**config.mk**
```make
export PLATFORM = sky130hd
export DESIGN_NAME = viterbi_burst_channel
export DESIGN_NICKNAME = d
export VERILOG_FILES = /design/src/rtl/viterbi_chan_pkg.sv /design/src/rtl/viterbi_lfsr32.sv /design/src/rtl/viterbi_burst_channel.sv
export SDC_FILE = /design/constraint.sdc
export NUM_CORES = 1
export LEC_CHECK = 0
export ABC_CLOCK_PERIOD_IN_PS = 9370
export CAP_MARGIN = 20
export CORE_UTILIZATION = 60
export DETAILED_ROUTE_END_ITERATION = 6
export HOLD_SLACK_MARGIN = 0.08
export PLACE_DENSITY_LB_ADDON = 0.15
export SETUP_SLACK_MARGIN = 0.05
export SLEW_MARGIN = 20
export SYNTH_ARGS = -nofsm -noshare
export SYNTH_HDL_FRONTEND = slang
export SYNTH_SLANG_ARGS = --single-unit
```
**constraint.sdc**
```tcl
create_clock -name clk -period 9.37 [get_ports clk]
set_input_delay 2.811 -clock clk [delete_from_list [all_inputs] [get_ports clk]]
set_output_delay 2.811 -clock clk [all_outputs]
set_load 0.01 [all_outputs]
```
**src/rtl/viterbi_chan_pkg.sv**
```systemverilog
// Shared types and helpers for the viterbi burst channel model.
// Used by viterbi_burst_channel and viterbi_lfsr32.
package viterbi_chan_pkg;

    typedef enum logic [1:0] {
        IDLE  = 2'd0,
        BURST = 2'd1,
        GUARD = 2'd2
    } chan_state_e;

    localparam logic [31:0] LFSR_POLY = 32'h8020_0003;

    function automatic logic [1:0] popcount2(input logic [1:0] v);
        return {1'b0, v[1]} + {1'b0, v[0]};
    endfunction

    function automatic logic [15:0] sat_inc16(input logic [15:0] v,
                                              input logic [1:0]  inc);
        logic [16:0] s;
        s = {1'b0, v} + {15'd0, inc};
        return s[16] ? 16'hFFFF : s[15:0];
    endfunction

endpackage

```
**src/rtl/viterbi_lfsr32.sv**
```systemverilog
// 32-bit right-shifting Galois LFSR, advanced only when adv_i is high.
// Shared with the BER checker so both sides see the same sequence.
module viterbi_lfsr32
    import viterbi_chan_pkg::*;
#(
    parameter logic [31:0] seed = 32'hACE1_2B2F
) (
    input  logic        clk,
    input  logic        rst,
    input  logic        adv_i,
    output logic [31:0] state_o
);

    always_ff @(posedge clk or posedge rst) begin
        if (rst) begin
            state_o <= seed;
        end else if (adv_i) begin
            state_o <= {1'b0, state_o[31:1]} ^ (state_o[0] ? LFSR_POLY : 32'd0);
        end
    end

endmodule

```
**src/rtl/viterbi_burst_channel.sv**
```systemverilog
// Burst-error channel between encoder2 and the decoder, with BER counters.
// Define VITERBI_CHAN_RAND_MASK_EN to draw per-symbol masks from the LFSR.
module viterbi_burst_channel
    import viterbi_chan_pkg::*;
#(
    parameter int          N         = 3,
    parameter int          BURST_LEN = 1,
    parameter int          GUARD_LEN = 2,
    parameter int          MAX_WORDS = 256,
    parameter logic [1:0]  ERR_MASK  = 2'b10,
    parameter logic [31:0] LFSR_SEED = 32'hACE1_2B2F
) (
    input  logic        clk,
    input  logic        rst,
    input  logic [1:0]  sym_i,
    input  logic        valid_i,
    input  logic        force_err_i,
    output logic [1:0]  sym_o,
    output logic        valid_o,
    output logic [1:0]  err_o,
    output logic        inj_active_o,
    output logic [15:0] word_ct_o,
    output logic [15:0] sym_err_ct_o,
    output logic [15:0] bit_err_ct_o
);

    localparam logic [15:0] BURST_END = 16'(BURST_LEN);
    localparam logic [15:0] GUARD_END = 16'(GUARD_LEN);
    localparam chan_state_e AFTER_BURST = (GUARD_LEN > 0) ? GUARD : IDLE;
    localparam chan_state_e AFTER_TRIG  = (BURST_LEN > 1) ? BURST : AFTER_BURST;

    generate
        if (BURST_LEN < 1) begin : g_bad_burst
            $error("BURST_LEN must be at least 1");
        end
        if (N < 1 || N > 16) begin : g_bad_n
            $error("N must be in 1..16");
        end
        if (ERR_MASK == 2'b00) begin : g_bad_mask
            $error("ERR_MASK must be non-zero");
        end
        if (LFSR_SEED == 32'd0) begin : g_bad_seed
            $error("LFSR_SEED must be non-zero");
        end
    endgenerate

    chan_state_e state;
    chan_state_e state_nxt;
    logic [15:0] burst_ct;
    logic [15:0] burst_nxt;
    logic [15:0] guard_ct;
    logic [15:0] guard_nxt;
    logic [31:0] lfsr;
    logic        trig;
    logic        corrupt;
    logic [1:0]  mask_sel;
    logic [1:0]  mask;

    viterbi_lfsr32 #(.seed(LFSR_SEED)) u_lfsr (
        .clk     (clk),
        .rst     (rst),
        .adv_i   (valid_i),
        .state_o (lfsr)
    );

    // Trigger uses the pre-shift LFSR and the pre-increment word count.
    assign trig = force_err_i ||
                  (({16'd0, word_ct_o} < 32'(MAX_WORDS)) && (&lfsr[N-1:0]));

`ifdef VITERBI_CHAN_RAND_MASK_EN
    logic [1:0] rand_mask;
    assign rand_mask = lfsr[N+1:N];
    assign mask_sel  = (rand_mask == 2'b00) ? ERR_MASK : rand_mask;
`else
    assign mask_sel  = ERR_MASK;
`endif

    assign mask         = corrupt ? mask_sel : 2'b00;
    assign inj_active_o = (state == BURST);

    always_comb begin
        state_nxt = state;
        burst_nxt = burst_ct;
        guard_nxt = guard_ct;
        corrupt   = 1'b0;
        if (valid_i) begin
            unique case (state)
                IDLE: begin
                    if (trig) begin
                        corrupt   = 1'b1;
                        burst_nxt = 16'd1;
                        guard_nxt = 16'd0;
                        state_nxt = AFTER_TRIG;
                    end
                end
                BURST: begin
                    corrupt   = 1'b1;
                    burst_nxt = burst_ct + 16'd1;
                    if (burst_nxt == BURST_END) begin
                        guard_nxt = 16'd0;
                        state_nxt = AFTER_BURST;
                    end
                end
                GUARD: begin
                    guard_nxt = guard_ct + 16'd1;
                    if (guard_nxt == GUARD_END) begin
                        state_nxt = IDLE;
                    end
                end
                default: state_nxt = IDLE;
            endcase
        end
    end

    always_ff @(posedge clk or posedge rst) begin
        if (rst) begin
            state        <= IDLE;
            burst_ct     <= 16'd0;
            guard_ct     <= 16'd0;
            sym_o        <= 2'b00;
            valid_o      <= 1'b0;
            err_o        <= 2'b00;
            word_ct_o    <= 16'd0;
            sym_err_ct_o <= 16'd0;
            bit_err_ct_o <= 16'd0;
        end else begin
            state    <= state_nxt;
            burst_ct <= burst_nxt;
            guard_ct <= guard_nxt;
            valid_o  <= valid_i;
            if (valid_i) begin
                sym_o        <= sym_i ^ mask;
                err_o        <= mask;
                word_ct_o    <= sat_inc16(word_ct_o, 2'd1);
                sym_err_ct_o <= sat_inc16(sym_err_ct_o, {1'b0, corrupt});
                bit_err_ct_o <= sat_inc16(bit_err_ct_o, popcount2(mask));
            end else begin
                err_o <= 2'b00;
            end
        end
    end

endmodule

```
# --- After elaboration in Yosys (flattened, before gate mapping) ---
# Cells that the tools add are included.
word_totals:
  ff_bits: 119
  in_bits: 6
  out_inout_bits: 54
  word_cells: 53
classes:
  addsub: 6
  order_cmp: 1
  n_eq_ne: 7
  muxes: 18
  n_bitwise: 2
  n_reduce_logical: 9
ops:
  columns: ["cell", "count"]
  rows:
  - ["two-way mux 16 bit", 6]
  - ["case mux 16 bit (3 select lines)", 1]
  - ["adder 16 x 1 -> 16 bit (second input constant)", 2]
  - ["two-way mux 32 bit", 1]
  - ["case mux 16 bit (2 select lines)", 1]
  - ["bitwise XOR 31 x 32 -> 32 bit", 1]
  - ["adder 16 x 1 -> 17 bit", 1]
  - ["adder 16 x 1 -> 17 bit (second input constant)", 1]
  - ["adder 16 x 2 -> 17 bit", 1]
  - ["equality test 16 x 1 -> 1 bit (second input constant)", 1]
  - ["equality test 16 x 2 -> 1 bit (second input constant)", 1]
  - ["less-than comparator 16 x 9 -> 1 bit (second input constant)", 1]
  - ["two-way mux 2 bit", 5]
  - ["AND reduction 4 bit", 2]
  - ["case mux 2 bit (3 select lines)", 1]
  - ["AND reduction 3 bit", 2]
  - ["!= test 2 bit (second input constant)", 2]
  - ["nonzero test 3 bit", 1]
  - ["adder 1 x 1 -> 2 bit", 1]
  - ["equality test 2 x 1 -> 1 bit (second input constant)", 1]
  - ["equality test 2 bit (second input constant)", 1]
  - ["zero test 2 bit", 1]
  - ["two-way mux 1 bit", 2]
  - ["!= test 2 x 1 -> 1 bit (second input constant)", 1]
  - ["other kinds (5)", 5]

# --- Longest topological paths before layout ---
logic_depth:
  ltp_word: 10
  mapped_depth: 11
  depth_no_buf: 10

# --- Modules after synthesis ---
# From an unflattened synthesis, not the netlist that was laid out.
hier_totals:
  cells_unflattened: 450
  hier_area_um2: 4972.3
modules_own_cells:
  columns: ["mod", "n_inst", "cells_per_inst", "area_per_inst_um2", "seq_area_each_um2"]
  rows:
  - ["viterbi_burst_channel", 1, 376, 3616.0, 1726.7]
  - ["viterbi_lfsr32", 1, 74, 1356.3, 822.0]

# --- Worst setup path before layout ---
# Ideal clock, no wire load.
synth_timing:
  path_kind: "in2reg"
  start: "in valid_i"
  end: "reg bit_err_ct_o[0]"
  setup_time_ns: 0.068
  t_arrival_ns: 4.657
  required_ns: 9.302
  path_slack_ns: 4.645
  path_stages: 9
  n_path_buf: 1
  cell_sequence: "inv_1 nor3_1 ha_1 and4_1 nand4_1 nor3_2 nand2b_1 clkbuf_1 nand2_1"
synth_via:
  elab_chain_len: 5
synth_rtl:
  columns: ["element", "line_no", "rtl"]
  rows:
  - ["start: declaration", "viterbi_burst_channel.sv:16", "input logic valid_i,"]
  - ["two-way mux 1 bit", "viterbi_burst_channel.sv:86", "if (valid_i) begin"]
  - ["two-way mux 2 bit", "viterbi_burst_channel.sv:78", "assign mask = corrupt ? mask_sel : 2'b00;"]
  - ["adder 1 x 1 -> 2 bit", "viterbi_chan_pkg.sv:14", "return {1'b0, v[1]} + {1'b0, v[0]};"]
  - ["adder 16 x 2 -> 17 bit", "viterbi_chan_pkg.sv:20", "s = {1'b0, v} + {15'd0, inc};"]
  - ["two-way mux 16 bit", "viterbi_chan_pkg.sv:21", "return s[16] ? 16'hFFFF : s[15:0];"]
  - ["end signal: assignment", "viterbi_burst_channel.sv:136", "bit_err_ct_o <= sat_inc16(bit_err_ct_o, popcount2(mask));"]
  - ["end: declaration", "viterbi_burst_channel.sv:24", "output logic [15:0] bit_err_ct_o"]
# Several ways; a longest one is shown, not always the timed one.
# A chain may end at the register's enable or synchronous reset.

# --- Worst setup path after layout ---
layout_timing:
  start: "in valid_i"
  end: "reg bit_err_ct_o[2]"
# The elaborated chain is that of the path after synthesis.

==> impl_metrics.json <==
{
  "power_frac_comb": 0.228,
  "drive_gt1_frac": 0.1451,
  "cp_cell_sequence": "buf_2 -> buf_4 -> inv_1 -> nor3_1 -> ha_1 -> and4_1 -> nand4_1 -> nor3_2 -> nand2b_1 -> o21ai_0",
  "final_common_cell": "dfrtp_1",
  "p_sw_frac": 0.3079,
  "htree_levels": 3,
  "row_count": 32,
  "slew_headroom": 0.4551,
  "place_hpwl_um": 6317,
  "rsz0062_at_grt": "false",
  "synth_top_cells_by_area": "dfrtp_1 44%, dfstp_2 9.3%, mux2_2 7.5%",
  "synthFlopType": "dfrtp_1",
  "async_flop_share": 1.000,
  "overflow": 0,
  "cts_buffers": 9,
  "post-cts-setup-buffers": 0,
  "ctsResizeCount": 0,
  "period_needed_ns": 5.610,
  "synth_edf_count": 0,
  "antenna_found_initial": 0,
  "post-place-ws_ns": 3.396,
  "yosysTopAreaCellShare": 0.4356,
  "dr.max_layer_used": "met4",
  "end_kind": "flip-flop",
  "cts_tree": "built",
  "min_to": "u_lfsr.state_o[27]",
  "grt_max_degree": 69,
  "netlist_area_mm2": 0.004826,
  "area_growth_pct": 16.72,
  "layout_setup_ws_ns": 3.760,
  "dr_wl_met2_um": 4553,
  "ios": 60,
  "fp.dieW_um": 91.69,
  "finalNonFillerCells": 612,
  "drv_cap": 0,
  "final_util": 0.7252,
  "clkLatencyLatePin_ns": 0.37,
  "crit_buf_inv": 3,
  "mostFrequentLayoutCells": "84 x dfrtp_1, 61 x nand2_1, 56 x clkdlybuf4s50_1",
  "synth_top_area_cell": "dfrtp_1",
  "dieArea_mm2": 0.008406,
  "status": "finished, final reports clean",
  "core_mm2": 0.007767,
  "setup_tns_ns": 0,
  "ys_types": 45,
  "grt_pass1_wl_um": 15770,
  "final_net_count": 519,
  "avgSynthCellArea_um2": 10.56,
  "startpoint_type": "input port",
  "hold_buffers": 0,
  "first_global_vias": 3269,
  "crit_arrival_ns": 5.91,
  "period_share": 0.5987,
  "wl_met3_um": 311,
  "vdd_drop_max_mv": 0.1850,
  "path_class": "input port to flip-flop",
  "hold_path_startpoint": "u_lfsr.state_o[28]",
  "setup_viol": 0,
  "ys_ff_latch": 101,
  "clock_path_buffers": 2,
  "wl_met1_um": 4257,
  "gp_congestion": 0.8882,
  "switching_power_w": 0.0003712,
  "tightest_slew_ns": 0.8174,
  "rr_worst_depth": 10,
  "grt_usage": 0.2386,
  "firstDrtPassIters": 4,
  "ff2ff_setup_slack_ns": 5.89,
  "p_per_area_mw_per_mm2": 214.0,
  "slowest_delay_ns": 0.60,
  "slowest_stage": "nor3_1",
  "hp-class": "flip-flop to flip-flop",
  "internal-power_w": 0.0008345,
  "dpl_cell_area_mm2": 0.005441,
  "n_antenna_cell": 0,
  "leakagePower_nw": 2.449,
  "max_freq_mhz": 178.2,
  "dr_total_vias": 3560,
  "yosysWarningCount": 0,
  "drt_iter0_drc": 180,
  "synthCells": 457,
  "ys_seq_area_frac": 0.5281,
  "power_frac_seq": 0.552,
  "hold_path_depth": 1,
  "floorplan.initialDensity": 0.6213,
  "numPortBuffers": 57,
  "multi_input_area_mm2": 0.002156,
  "vias_per_cell": 5.817,
  "postRouteAntennaNets": 0,
  "skew_ns": 0.01303,
  "post-route-drc-count": 0,
  "r2r_start": "u_lfsr.state_o[0]",
  "fin_area_mm2": 0.005633,
  "nFillCells": 597,
  "cts_root_buf": "clkbuf_8",
  "crit_family": "simple AND/OR/NAND/NOR gates",
  "critPathMaxFanout": 68,
  "pwr-share-clk": 0.221,
  "timing.rr.end": "bit_err_ct_o[2]",
  "die_h_um": 91.69,
  "wl_um": 9240,
  "dp_cells": 596,
  "hold_viol": 0,
  "slew_viol_final": 0,
  "cts.clk_slew.worst_paths_ns": 0.10,
  "cts_sinks": 101,
  "area.sequential_mm2": 0.002549,
  "cp.required_ns": 9.67,
  "wl_per_cell_um": 15.10
}
-- worst max path at each step --
stage	start	to	slack [ns]	depth (start not counted)
finish	valid_i	bit_err_ct_o[2]	3.76	10
global route	valid_i	bit_err_ct_o[2]	3.38	10
CTS	valid_i	bit_err_ct_o[2]	3.79	10
detailed placement	valid_i	bit_err_ct_o[2]	3.40	10
global placement	valid_i	bit_err_ct_o[2]	3.55	10
floorplan	rst	bit_err_ct_o[0]	3.94	1
-- per-layer routing --
metal  track usage  up-vias
met5             0        -
met2        0.3810       81
li1              -     1741
met1        0.3309     1726
met4       0.07540        0
met3       0.04726       12
-- flip-flops by register name, summed over array words and instances (netlist names) --
name / cells
state: 1
err_o: 1
sym_o: 2
word_ct_o: 16
u_lfsr.state_o: 32
valid_o: 1
guard_ct: 16
sym_err_ct_o: 16
bit_err_ct_o: 16
-- area by class of cell --
cell class              count  area share
clock inverters             6    0.009551
clock buffers              10     0.02443
inverters                   7    0.005109
multi-input cells         327      0.3827
flip-flops and latches    101      0.4525
repair buffers             59      0.1031
well taps                 102     0.02266
-- cells in the mapped netlist (all sizes together) (2+ instances only) --
master   n
nand2   61
a31oi    8
a41oi    5
ha       8
and4     6
inv      7
or4      2
nand3   24
buf     12
mux2    33
clkbuf  11
dfrtp   84
nand4   18
nor3     8
a41o     2
nor4b    2
dfstp   17
mux2i    5
o31ai    5
a311oi   3
o21ai   25
nor2    29
xor2    19
nand2b   2
xnor2   20
o21a     3
and3     5
a21oi   15
and2     3
nor4     7
-- stage by stage --
stage          total power, W  hold slack (ns)
2_1_floorplan       0.0008305           0.4649
3_3_place_gp        0.0009294           0.4801
3_5_place_dp        0.0009497           0.4908
4_1_cts              0.001217           0.5146
5_1_grt              0.001280           0.5277
6_report             0.001206           0.5096
-- power groups by stage --
| stage | clock network, W | logic (W) | registers (W) |
|---|---|---|---|
| 2_1_floorplan | 0 | 0.000176 | 0.000654 |
| 3_3_place_gp | 0 | 0.000263 | 0.000666 |
| 3_5_place_dp | 0 | 0.000277 | 0.000673 |
| 4_1_cts | 0.000272 | 0.000279 | 0.000666 |
| 5_1_grt | 0.000289 | 0.000306 | 0.000685 |
| 6_report | 0.000266 | 0.000274 | 0.000665 |
-- logic make-up after synthesis --
kind of cell / after synthesis / share of synthesized area
AND/OR/NAND/NOR: 169 / 0.1745
flip-flops: 101 / 0.5281
AO/OA/AOI/OAI: 71 / 0.09178
XOR/XNOR: 39 / 0.07078
multiplexers: 38 / 0.08737
buffers and inverters: 30 / 0.02593
adder cells (fa/ha/maj): 8 / 0.02074
other: 1 / 0.0007771
No activity file was read; power rests on OpenSTA's default activity.
